`src/rtl/bit_stuff_pkg.sv`:
```
// rtl/bit_stuff_pkg.sv - shared state encoding and defaults for the bit-stuffing transmitter
package bit_stuff_pkg;

    localparam int DEFAULT_WIDTH = 8;

    typedef enum logic [1:0] {
        IDLE  = 2'd0,
        SHIFT = 2'd1,
        STUFF = 2'd2
    } state_t;

endpackage

```
`src/rtl/run_tracker.sv`:
```
// rtl/run_tracker.sv - run-length history of transmitted bits; flags when a stuff bit is due
module run_tracker (
    input  logic clk,
    input  logic rst,
    input  logic i_clear,
    input  logic i_bit_valid,
    input  logic i_bit,
    output logic o_need_stuff
);

    logic       r_last_bit;
    logic [1:0] r_run_cnt;

    // run_cnt of 0 means empty history, so the first bit after a clear always starts a new run
    always_ff @(posedge clk) begin
        if (!rst || i_clear) begin
            r_last_bit <= 1'b0;
            r_run_cnt  <= 2'd0;
        end else if (i_bit_valid) begin
            if (r_run_cnt != 2'd0 && i_bit == r_last_bit) begin
                r_run_cnt <= 2'd2;
            end else begin
                r_run_cnt <= 2'd1;
            end
            r_last_bit <= i_bit;
        end
    end

    assign o_need_stuff = (r_run_cnt == 2'd2);

endmodule

```
`src/rtl/bit_stuff_tx.sv`:
```
// rtl/bit_stuff_tx.sv - MSB-first serialiser inserting a complemented bit after every run of two
module bit_stuff_tx
    import bit_stuff_pkg::*;
#(
    parameter int WIDTH = DEFAULT_WIDTH
) (
    input  logic             clk,
    input  logic             rst,
    input  logic             load_valid,
    input  logic [WIDTH-1:0] load_data,
    output logic             load_ready,
    output logic             x,
    output logic             x_valid,
    output logic             stuff,
    output logic             busy
);

    localparam int             CW       = $clog2(WIDTH);
    localparam logic [CW-1:0]  LAST_IDX = CW'(WIDTH - 1);

    state_t           r_state;
    state_t           w_state_nxt;
    logic [WIDTH-1:0] r_shift;
    logic [WIDTH-1:0] w_shift_nxt;
    logic [CW-1:0]    r_cnt;
    logic [CW-1:0]    w_cnt_nxt;
    logic             r_x;
    logic             w_x_nxt;
    logic             r_x_valid;
    logic             w_x_valid_nxt;
    logic             r_stuff;
    logic             w_stuff_nxt;
    logic             r_trail;
    logic             w_trail_nxt;

    logic             w_need_stuff;
    logic             w_last_data;
    logic             w_ready;
    logic             w_xfer;
    logic             w_do_load;
    logic             w_do_advance;
    logic             w_do_stuff;
    logic             w_do_idle;
    logic             w_clear;

    assign w_last_data = (r_cnt == LAST_IDX);

    // Ready whenever the bit now on the line is the final bit of the current word's expansion
    always_comb begin
        w_ready = 1'b0;
        case (r_state)
            IDLE:    w_ready = 1'b1;
            SHIFT:   w_ready = w_last_data && !w_need_stuff;
            STUFF:   w_ready = r_trail;
            default: w_ready = 1'b0;
        endcase
        if (!rst) begin
            w_ready = 1'b0;
        end
    end

    assign w_xfer = load_valid && w_ready;

    always_comb begin
        w_do_load    = 1'b0;
        w_do_advance = 1'b0;
        w_do_stuff   = 1'b0;
        w_do_idle    = 1'b0;
        case (r_state)
            IDLE: begin
                w_do_load = w_xfer;
            end
            SHIFT: begin
                if (w_need_stuff) begin
                    w_do_stuff = 1'b1;
                end else if (!w_last_data) begin
                    w_do_advance = 1'b1;
                end else if (w_xfer) begin
                    w_do_load = 1'b1;
                end else begin
                    w_do_idle = 1'b1;
                end
            end
            STUFF: begin
                if (!r_trail) begin
                    w_do_advance = 1'b1;
                end else if (w_xfer) begin
                    w_do_load = 1'b1;
                end else begin
                    w_do_idle = 1'b1;
                end
            end
            default: begin
                w_do_idle = 1'b1;
            end
        endcase
    end

    always_comb begin
        w_state_nxt   = r_state;
        w_shift_nxt   = r_shift;
        w_cnt_nxt     = r_cnt;
        w_x_nxt       = r_x;
        w_x_valid_nxt = r_x_valid;
        w_stuff_nxt   = r_stuff;
        w_trail_nxt   = r_trail;
        if (w_do_load) begin
            w_state_nxt   = SHIFT;
            w_x_nxt       = load_data[WIDTH-1];
            w_shift_nxt   = {load_data[WIDTH-2:0], 1'b0};
            w_cnt_nxt     = '0;
            w_x_valid_nxt = 1'b1;
            w_stuff_nxt   = 1'b0;
            w_trail_nxt   = 1'b0;
        end else if (w_do_advance) begin
            w_state_nxt   = SHIFT;
            w_x_nxt       = r_shift[WIDTH-1];
            w_shift_nxt   = {r_shift[WIDTH-2:0], 1'b0};
            w_cnt_nxt     = r_cnt + CW'(1);
            w_x_valid_nxt = 1'b1;
            w_stuff_nxt   = 1'b0;
            w_trail_nxt   = 1'b0;
        end else if (w_do_stuff) begin
            w_state_nxt   = STUFF;
            w_x_nxt       = ~r_x;
            w_x_valid_nxt = 1'b1;
            w_stuff_nxt   = 1'b1;
            w_trail_nxt   = w_last_data;
        end else if (w_do_idle) begin
            w_state_nxt   = IDLE;
            w_x_nxt       = 1'b0;
            w_cnt_nxt     = '0;
            w_x_valid_nxt = 1'b0;
            w_stuff_nxt   = 1'b0;
            w_trail_nxt   = 1'b0;
        end
    end

    always_ff @(posedge clk) begin
        if (!rst) begin
            r_state   <= IDLE;
            r_shift   <= '0;
            r_cnt     <= '0;
            r_x       <= 1'b0;
            r_x_valid <= 1'b0;
            r_stuff   <= 1'b0;
            r_trail   <= 1'b0;
        end else begin
            r_state   <= w_state_nxt;
            r_shift   <= w_shift_nxt;
            r_cnt     <= w_cnt_nxt;
            r_x       <= w_x_nxt;
            r_x_valid <= w_x_valid_nxt;
            r_stuff   <= w_stuff_nxt;
            r_trail   <= w_trail_nxt;
        end
    end

    // History follows the bit that will be on the line next cycle; idle wipes it
    assign w_clear = (w_state_nxt == IDLE);

    run_tracker u_run_tracker (
        .clk          (clk),
        .rst          (rst),
        .i_clear      (w_clear),
        .i_bit_valid  (w_x_valid_nxt),
        .i_bit        (w_x_nxt),
        .o_need_stuff (w_need_stuff)
    );

    assign load_ready = w_ready;
    assign x          = r_x;
    assign x_valid    = r_x_valid;
    assign stuff      = r_stuff;
    assign busy       = (r_state != IDLE);

endmodule
```
`config.mk`:
```
export PLATFORM = sky130hd
export DESIGN_NAME = bit_stuff_tx
export DESIGN_NICKNAME = d
export VERILOG_FILES = /design/src/rtl/bit_stuff_pkg.sv /design/src/rtl/run_tracker.sv /design/src/rtl/bit_stuff_tx.sv
export SDC_FILE = /design/constraint.sdc
export NUM_CORES = 1
export LEC_CHECK = 0
export CORE_MARGIN = 5
export CORE_UTILIZATION = 45
export CTS_CLUSTER_SIZE = 28
export DETAILED_ROUTE_END_ITERATION = 8
export GPL_TIMING_DRIVEN = 0
export PLACE_DENSITY_LB_ADDON = 0.15
export SYNTH_ARGS = -nofsm -noshare
export SYNTH_HDL_FRONTEND = slang
export SYNTH_SLANG_ARGS = --single-unit
export TNS_END_PERCENT = 1
```
`constraint.sdc`:
```
create_clock -name clk -period 2.4 [get_ports clk]
set_input_delay 0.48 -clock clk [delete_from_list [all_inputs] [get_ports clk]]
set_output_delay 0.48 -clock clk [all_outputs]
set_load 0.02 [all_outputs]
```
==> impl_metrics.env, run 1 <==
export IMPL_antenna_found_initial=0
export IMPL_reg2regPathDepth=9
export IMPL_crit_type="register to output pin"
export IMPL_fp_dieW_um=57.3
export IMPL_core_area_um2=2170
export IMPL_wl_per_cell_um=12.4
export IMPL_yosys_warnings=0
export IMPL_maxCapViolCount=0
export IMPL_synth_edf_count=0
export IMPL_grt_max_degree=11
export IMPL_area_delta_synth_final_pct=20.7
export IMPL_port_buffers=15
export IMPL_die_area_um2=3280
export IMPL_crit_arrival_ns=1.78
export IMPL_grt_pass1_wl_um=3690
export IMPL_worst_pin_slew_ns=0.392
export IMPL_ff_latch_area_um2=380
export IMPL_slowest_delay_ns=0.34
export IMPL_ant_nets=0
export IMPL_pwr_density_cell_nw_per_um2=512
export IMPL_period_minus_slack_ns=2.26
export IMPL_syn_nets=135
export IMPL_die_y_um=57.3
export IMPL_synth_flop_cell="dfxtp_1"
export IMPL_cts_tree="built"
export IMPL_yosys_top_cells_area="dfxtp_1, ha_1, nand2_1"
export IMPL_drt_total_wl_um=2050
export IMPL_htree_levels=1
export IMPL_cpLargestDelayFamily="compound AO/OA/AOI/OAI gates"
export IMPL_hold_violations=0
export IMPL_gp_congestion=0.777
export IMPL_worstPathRequired_ns=1.92
export IMPL_peakVddDrop_mv=0.303
export IMPL_fmax_ghz=0.443
export IMPL_syn_instance_count=118
export IMPL_synth_cell_area_um2=1000
export IMPL_vias=873
export IMPL_synth_common_cells="dfxtp_1, nand2_1, nor2_1"
export IMPL_track_usage=0.141
export IMPL_syn_area_per_cell_um2=8.51
export IMPL_fin_skew_ns=0.00611
export IMPL_rows=17
export IMPL_p_leak_uw=0.000504
export IMPL_rsz0062_at_grt="false"
export IMPL_outcome="complete, no violations"
export IMPL_clockBufferDepth=2
export IMPL_drc=0
export IMPL_ys_ff_latch=19
export IMPL_setup_ws_ns=0.141
export IMPL_ys_seq_area_frac=0.379
export IMPL_synth_top_area_frac=0.379
export IMPL_fill_cells=223
export IMPL_drtPass1Iterations=4
export IMPL_cp_end_kind="output pin"
export IMPL_synthArstFlopShare=0
export IMPL_grt_pass1_vias=804
export IMPL_post_drt_via_cell_ratio=5.29
export IMPL_root_buffer="clkbuf_4"
export IMPL_slowest_stage="dfxtp_1"
export IMPL_clk_latency_ns=0.29
export IMPL_pre_cts_ws_ns=-0.0517
export IMPL_postPlaceCellArea_um2=1190
export IMPL_overflow=0
export IMPL_drt_iter0_drc=12
export IMPL_finalCritPeriodShare=0.941
export IMPL_clk_pin_slew_worst_paths_ns=0.10
export IMPL_multi_input_area_um2=587
export IMPL_start_kind="register"
export IMPL_slew_headroom=0.738
export IMPL_setup_viol=0
export IMPL_drive_gt1_frac=0.102
export IMPL_hold_depth=2
export IMPL_cts_sinks=19
export IMPL_cts_made_buffers=3
export IMPL_post_synth_num_cell_types=34
export IMPL_final_area_um2=1210
export IMPL_antennaDiodeCount=0
export IMPL_crit_top_cell="ha_1"
export IMPL_ios=16
export IMPL_initial_core_util=0.463
export IMPL_holdBufCountCts=0
export IMPL_synth_top_cell_by_area="dfxtp_1"
export IMPL_post_dp_hpwl_um=1560
export IMPL_report_final_slew_viol_count=0
export IMPL_layout_nets=155
export IMPL_crit_cells=5
export IMPL_path_cells="ha_1, ha_1, a32o_2, o211a_1, buf_2"
export IMPL_critPathBufInv=1
export IMPL_crit_path_max_fanout=3
export IMPL_hp_class="register to register"
-- worst min-delay path, delay by kind of cell (launching register included) --
kind | cells | cell delay [ns]
DFF | 1 | 0.33
AOI/OAI and AO/OA | 1 | 0.07
and+or+nand+nor | 1 | 0.05
-- kinds of logic after synthesis --
family	share of synthesized area
mux	0.00996
simple gates	0.220
flops	0.379
xor+xnor	0.00872
buf+inv	0.0374
fa+ha+maj	0.0747
compound gates	0.270
-- power by group --
part	leakage (uW)	switching [uW]	total, uW	internal, uW
combinational	0.000334	60.9	117	56.0
clock	0.0000150	98.2	163	64.6
sequential	0.000155	10.0	341	331
-- cell type report --
class / count / share of cell area
Sequential cell: 19 / 0.314
Buffer: 2 / 0.0103
Multi-Input combinational cell: 90 / 0.484
Inverter: 7 / 0.0217
Timing Repair Buffer: 15 / 0.120
Tap cell: 28 / 0.0289
Clock buffer: 4 / 0.0217
-- repair_timing --
action,in CTS,in global routing
setup endpoints to repair,1,2
setup buffers,0,0
resized for setup,3,3
-- sequential cells by signal, summed over array words and instances, names as in the netlist --
signal                    count
r_cnt                         3
x                             1
u_run_tracker.r_run_cnt       2
u_run_tracker.r_last_bit      1
r_shift                       7
x_valid                       1
r_state                       2
r_trail                       1
stuff                         1
-- through the flow --
stage | utilization | TNS, ns | total power (uW) | std cells | hold WS [ns]
6_report | 0.559 | 0 | 620 | 165 | 0.483
5_1_grt | 0.559 | 0 | 654 | 165 | 0.517
4_1_cts | 0.561 | 0 | 628 | 165 | 0.486
3_5_place_dp | 0.548 | -0.0517 | 467 | 161 | 0.470
3_3_place_gp | 0.548 | -0.0664 | 465 | 161 | 0.467
2_1_floorplan | - | 0 | 421 | 118 | 0.454
-- path summary, 6_finish.rpt --
check                          start                                 endpoint  slack [ns]
min          r_shift[5]$_SDFFE_PN0P_                  r_shift[6]$_SDFFE_PN0P_        0.48
max            r_cnt[0]$_SDFFE_PP0P_                               load_ready        0.14
max reg2reg    r_cnt[0]$_SDFFE_PP0P_  u_run_tracker.r_run_cnt[1]$_SDFFE_PP0P_        0.26
min reg2reg  r_shift[5]$_SDFFE_PN0P_                  r_shift[6]$_SDFFE_PN0P_        0.48
-- per-layer routing --
layer	global-route usage	part of all wire	up-vias
met4	0.0397	0.012	0
met3	0.0362	0.049	4
met2	0.219	0.45	20
met5	0	0	-
li1	-	-	454
met1	0.192	0.49	395
-- layout by cell type (no fill, tap or decap), drive strengths merged --
cell | netlist | final
o22ai | 1 | 1
o211a | 1 | 1
nor2b | 2 | 2
nor2 | 17 | 17
a21oi | 9 | 9
nand2b | 1 | 1
inv | 7 | 7
o21bai | 1 | 1
nand2 | 19 | 19
nand3 | 4 | 4
a32oi | 1 | 1
and2 | 3 | 3
or2 | 1 | 1
a311oi | 6 | 6
a21boi | 1 | 1
a32o | 1 | 1
ha | 6 | 6
o311ai | 1 | 1
nor3 | 2 | 2
a211oi | 2 | 2
buf | 1 | 2
a21o | 2 | 2
a31oi | 1 | 1
o2111ai | 1 | 1
clkbuf | 1 | 5
dfxtp | 19 | 19
mux2i | 1 | 1
o21ba | 1 | 1
o21ai | 4 | 4
xor2 | 1 | 1
clkdlybuf4s50 | 0 | 14
Power figures use the tool's default switching activity.
==> inputs of run 2 (changes only) <==
REMOVE_ABC_BUFFERS = 1   (was unset)
==> impl_metrics.env, run 2 (synthesis gave the netlist of run 1 again) <==
export IMPL_die_area_um2=3280
export IMPL_path_cells="ha_1, ha_1, a32o_2, o2111ai_4, o21ai_2, o22ai_2, xor2_1, a211oi_1"
export IMPL_ios=16
export IMPL_cp_end_kind="register"
export IMPL_drtPass1Iterations=4
export IMPL_drt_iter0_drc=19
export IMPL_drc=0
export IMPL_mostFrequentLayoutCells="nand2_1, dfxtp_1, nor2_1"
export IMPL_setup_viol=0
export IMPL_initial_core_util=0.463
export IMPL_peakVddDrop_mv=0.389
export IMPL_pre_cts_ws_ns=-0.0883
export IMPL_grt_pass1_wl_um=3530
export IMPL_maxCapViolCount=0
export IMPL_wl_per_cell_um=12.6
export IMPL_start_kind="register"
export IMPL_pwr_density_cell_nw_per_um2=511
export IMPL_final_area_um2=1200
export IMPL_overflow=0
export IMPL_crit_type="register to register"
export IMPL_drt_total_wl_um=2050
export IMPL_final_cells=163
export IMPL_die_y_um=57.3
export IMPL_hp_class="register to register"
export IMPL_antenna_found_initial=0
export IMPL_track_usage=0.135
export IMPL_grt_max_degree=17
export IMPL_crit_top_cell="ha_1"
export IMPL_p_leak_uw=0.000495
export IMPL_layout_nets=153
export IMPL_hold_violations=0
export IMPL_worst_pin_slew_ns=0.505
export IMPL_postPlaceCellArea_um2=1180
export IMPL_vias=859
export IMPL_outcome="complete, no violations"
export IMPL_report_final_slew_viol_count=0
export IMPL_crit_path_max_fanout=16
export IMPL_root_buffer="clkbuf_4"
export IMPL_clk_pin_slew_worst_paths_ns=0.11
export IMPL_fin_util=0.553
export IMPL_finalCritPeriodShare=0.956
export IMPL_cts_made_buffers=3
export IMPL_htree_levels=1
export IMPL_setup_ws_ns=0.106
export IMPL_post_dp_hpwl_um=1570
export IMPL_gp_congestion=0.762
export IMPL_clk_latency_ns=0.29
export IMPL_post_drt_via_cell_ratio=5.27
export IMPL_port_buffers=15
export IMPL_largest_reg_flops=7
export IMPL_fp_dieW_um=57.3
export IMPL_antennaDiodeCount=0
export IMPL_largest_register="r_shift"
export IMPL_slowest_stage="o2111ai_4"
export IMPL_clockBufferDepth=2
export IMPL_whs_ns=0.485
export IMPL_rsz0062_at_grt="true"
export IMPL_worstPathRequired_ns=2.59
export IMPL_dp_cells=159
export IMPL_slowest_delay_ns=0.45
export IMPL_slew_headroom=0.663
export IMPL_period_minus_slack_ns=2.29
export IMPL_fmax_ghz=0.436
export IMPL_grt_pass1_vias=855
export IMPL_reg_top3="r_shift: 7 flops, r_cnt: 3 flops"
export IMPL_crit_arrival_ns=2.49
export IMPL_area_delta_synth_final_pct=19.4
export IMPL_core_area_um2=2170
export IMPL_fin_skew_ns=0.00548
export IMPL_cts_tree="built"
export IMPL_drive_gt1_frac=0.0889
export IMPL_cts_sinks=19
export IMPL_rows=17
export IMPL_fill_cells=213
export IMPL_ant_nets=0
-- run 2: worst paths after layout --
check	slack (ns)	end	start	cells past startpoint
setup reg to reg	0.11	u_run_tracker.r_run_cnt[1]$_SDFFE_PP0P_	r_cnt[0]$_SDFFE_PP0P_	8
hold reg to reg	0.49	r_shift[7]$_SDFFE_PN0P_	r_shift[6]$_SDFFE_PN0P_	2
hold / removal	0.49	r_shift[7]$_SDFFE_PN0P_	r_shift[6]$_SDFFE_PN0P_	2
setup / recovery	0.11	u_run_tracker.r_run_cnt[1]$_SDFFE_PP0P_	r_cnt[0]$_SDFFE_PP0P_	8
-- run 2: per-layer routing --
layer / GRT usage / up-vias / share of wire
met4: 0.0530 / 0 / 0.013
met3: 0.0317 / 4 / 0.030
met1: 0.167 / 390 / 0.48
li1: - / 451 / -
met2: 0.227 / 14 / 0.47
met5: 0 / - / 0
-- run 2: worst max-delay path, delay by kind of cell, from the launching register on --
kind | cells | cell delay (ns)
fa+ha+maj | 2 | 0.43
flops | 1 | 0.34
compound gates | 5 | 1.31
xor+xnor | 1 | 0.12
-- run 2: cell type report --
class | count | area (um2) | area share
clock buffer | 4 | 26.3 | 0.0219
sequential | 19 | 380 | 0.317
multi-input combinational | 90 | 587 | 0.489
timing repair buffer | 15 | 145 | 0.121
tap | 28 | 35.0 | 0.0292
inverter | 7 | 26.3 | 0.0219
-- run 2: timing repair --
item | 4_1_cts | 5_1_grt
endpoints found under the setup margin | 1 | 3
resized for setup | 3 | 1
buffers inserted | 0 | 0
hold buffers | 0 | 0
-- run 2: through the flow --
| stage | total power [uW] | TNS, ns |
|---|---|---|
| 5_1_grt | 652 | -0.0441 |
| 4_1_cts | 623 | 0 |
| 3_5_place_dp | 465 | -0.0883 |
| 6_report | 613 | 0 |
| 3_3_place_gp | 462 | -0.0722 |
| 2_1_floorplan | 419 | 0 |
-- run 2: report_power, final --
group	internal (uW)	switching (uW)	total (uW)
logic	54.4	61.6	116
clock network	64.5	92.0	156
registers	331	9.72	340
total	450	163	613
==> inputs of run 3 (changes only) <==
MAX_ROUTING_LAYER = met4   (was unset)
==> impl_metrics.env, run 3 (synthesis gave the netlist of run 1 again) <==
export IMPL_hold_violations=0
export IMPL_layout_nets=153
export IMPL_slew_headroom=0.663
export IMPL_core_area_um2=2170
export IMPL_maxCapViolCount=0
export IMPL_reg_top3="r_shift: 7 flops, r_cnt: 3 flops"
export IMPL_outcome="complete, no violations"
export IMPL_overflow=0
export IMPL_antenna_found_initial=0
export IMPL_drc=0
export IMPL_mostFrequentLayoutCells="nand2_1, dfxtp_1, nor2_1"
export IMPL_ios=16
export IMPL_pwr_share_comb=0.189
export IMPL_worstPathRequired_ns=2.59
export IMPL_holdBufCountCts=0
export IMPL_antennaDiodeCount=0
export IMPL_drive_gt1_frac=0.0889
export IMPL_setup_tns_ns=0
export IMPL_pwr_share_seq=0.555
export IMPL_cts_tree="built"
export IMPL_power_switching_uw=163
export IMPL_largest_reg_flops=7
export IMPL_grt_pass1_vias=855
export IMPL_period_minus_slack_ns=2.29
export IMPL_hp_class="register to register"
export IMPL_worst_pin_slew_ns=0.505
export IMPL_clk_latency_ns=0.29
export IMPL_crit_arrival_ns=2.49
export IMPL_fill_cells=213
export IMPL_gp_congestion=0.772
export IMPL_post_dp_hpwl_um=1570
export IMPL_grt_max_degree=17
export IMPL_track_usage=0.139
export IMPL_initial_core_util=0.463
export IMPL_pwr_density_cell_nw_per_um2=511
export IMPL_port_buffers=15
export IMPL_area_delta_synth_final_pct=19.4
export IMPL_clockBufferDepth=2
export IMPL_fin_skew_ns=0.00548
export IMPL_ant_nets=0
export IMPL_fmax_ghz=0.436
export IMPL_setup_viol=0
export IMPL_intPower_uw=450
export IMPL_peakVddDrop_mv=0.389
export IMPL_drt_iter0_drc=19
export IMPL_worstHoldStart="r_shift[6]$_SDFFE_PN0P_"
export IMPL_wl_per_cell_um=12.6
export IMPL_post_drt_via_cell_ratio=5.27
export IMPL_htree_levels=1
export IMPL_min_to="r_shift[7]$_SDFFE_PN0P_"
export IMPL_clock_power_share=0.255
export IMPL_report_final_slew_viol_count=0
export IMPL_finalCritPeriodShare=0.956
export IMPL_drt_total_wl_um=2050
export IMPL_largest_register="r_shift"
export IMPL_total_power_uw=613
export IMPL_drtPass1Iterations=4
export IMPL_reg2regPathDepth=8
export IMPL_die_area_um2=3280
export IMPL_swShare=0.267
export IMPL_grt_pass1_wl_um=3530
export IMPL_p_leak_uw=0.000495
export IMPL_crit_path_max_fanout=16
export IMPL_vias=859
export IMPL_rsz0062_at_grt="true"
export IMPL_cts_sinks=19
export IMPL_hold_depth=2
export IMPL_cp_end_kind="register"
export IMPL_ff2ff_setup_slack_ns=0.11
export IMPL_r2r_end="u_run_tracker.r_run_cnt[1]$_SDFFE_PP0P_"
export IMPL_crit_type="register to register"
export IMPL_clk_pin_slew_worst_paths_ns=0.11
export IMPL_r2r_start="r_cnt[0]$_SDFFE_PP0P_"
export IMPL_cts_made_buffers=3
export IMPL_die_y_um=57.3
export IMPL_rows=17
export IMPL_root_buffer="clkbuf_4"
export IMPL_start_kind="register"
export IMPL_fp_dieW_um=57.3
## run 3: cell counts in the layout (fill, tap and decap cells not counted)
Identical to the previous run, type by type.
## run 3: power groups by stage
stage          clock, uW  combinational, uW  sequential (uW)
6_report             156                116              340
5_1_grt              182                128              343
4_1_cts              165                118              341
3_5_place_dp           0                117              348
3_3_place_gp           0                115              347
2_1_floorplan          0               69.8              349
## run 3: final cells by class
type / count / area, um2 / area share
multi-input cells: 90 / 587 / 0.489
inverters: 7 / 26.3 / 0.0219
repair buffers: 15 / 145 / 0.121
clock buffers: 4 / 26.3 / 0.0219
well taps: 28 / 35.0 / 0.0292
flip-flops and latches: 19 / 380 / 0.317
## run 3: critical path: stages, from the launching register on
cell and delay, ns:
dfxtp_1 0.34, ha_1 0.21, ha_1 0.22, a32o_2 0.30, o2111ai_4 0.45, o21ai_2 0.11, o22ai_2 0.17, xor2_1 0.12
a211oi_1 0.28
## run 3: worst max path at each step
stage	start	end	slack [ns]
detailed placement	rst	load_ready	-0.09
CTS	r_cnt[0]$_SDFFE_PP0P_	load_ready	0.03
finish	r_cnt[0]$_SDFFE_PP0P_	u_run_tracker.r_run_cnt[1]$_SDFFE_PP0P_	0.11
global placement	rst	load_ready	-0.07
floorplan	r_cnt[0]$_SDFFE_PP0P_	u_run_tracker.r_run_cnt[0]$_SDFFE_PP0P_	0.37
global route	r_cnt[0]$_SDFFE_PP0P_	u_run_tracker.r_run_cnt[0]$_SDFFE_PP0P_	-0.03
## run 3: stage by stage
stage	utilization	cells	hold slack (ns)	setup WS [ns]	area (um2)
final	0.553	163	0.485	0.106	1200
after global routing	0.553	163	0.511	-0.0289	1200
after CTS	0.556	163	0.488	0.0319	1210
after detailed placement	0.543	159	0.472	-0.0883	1180
after global placement	0.543	159	0.465	-0.0722	1180
after floorplan	-	116	0.454	0.369	993
## run 3: repair_timing
action | 4_1_cts | 5_1_grt
buffers inserted | 0 | 0
resized for setup | 3 | 1
setup endpoints to repair | 1 | 3
hold endpoints to repair | 0 | 0
## run 3: per-layer routing
| metal | GRT usage | share of wire | vias to the layer above |
|---|---|---|---|
| li1 | - | - | 451 |
| met1 | 0.168 | 0.48 | 390 |
| met2 | 0.227 | 0.47 | 14 |
| met3 | 0.0294 | 0.027 | 4 |
| met4 | 0.0530 | 0.013 | 0 |
| met5 | - | 0 | - |
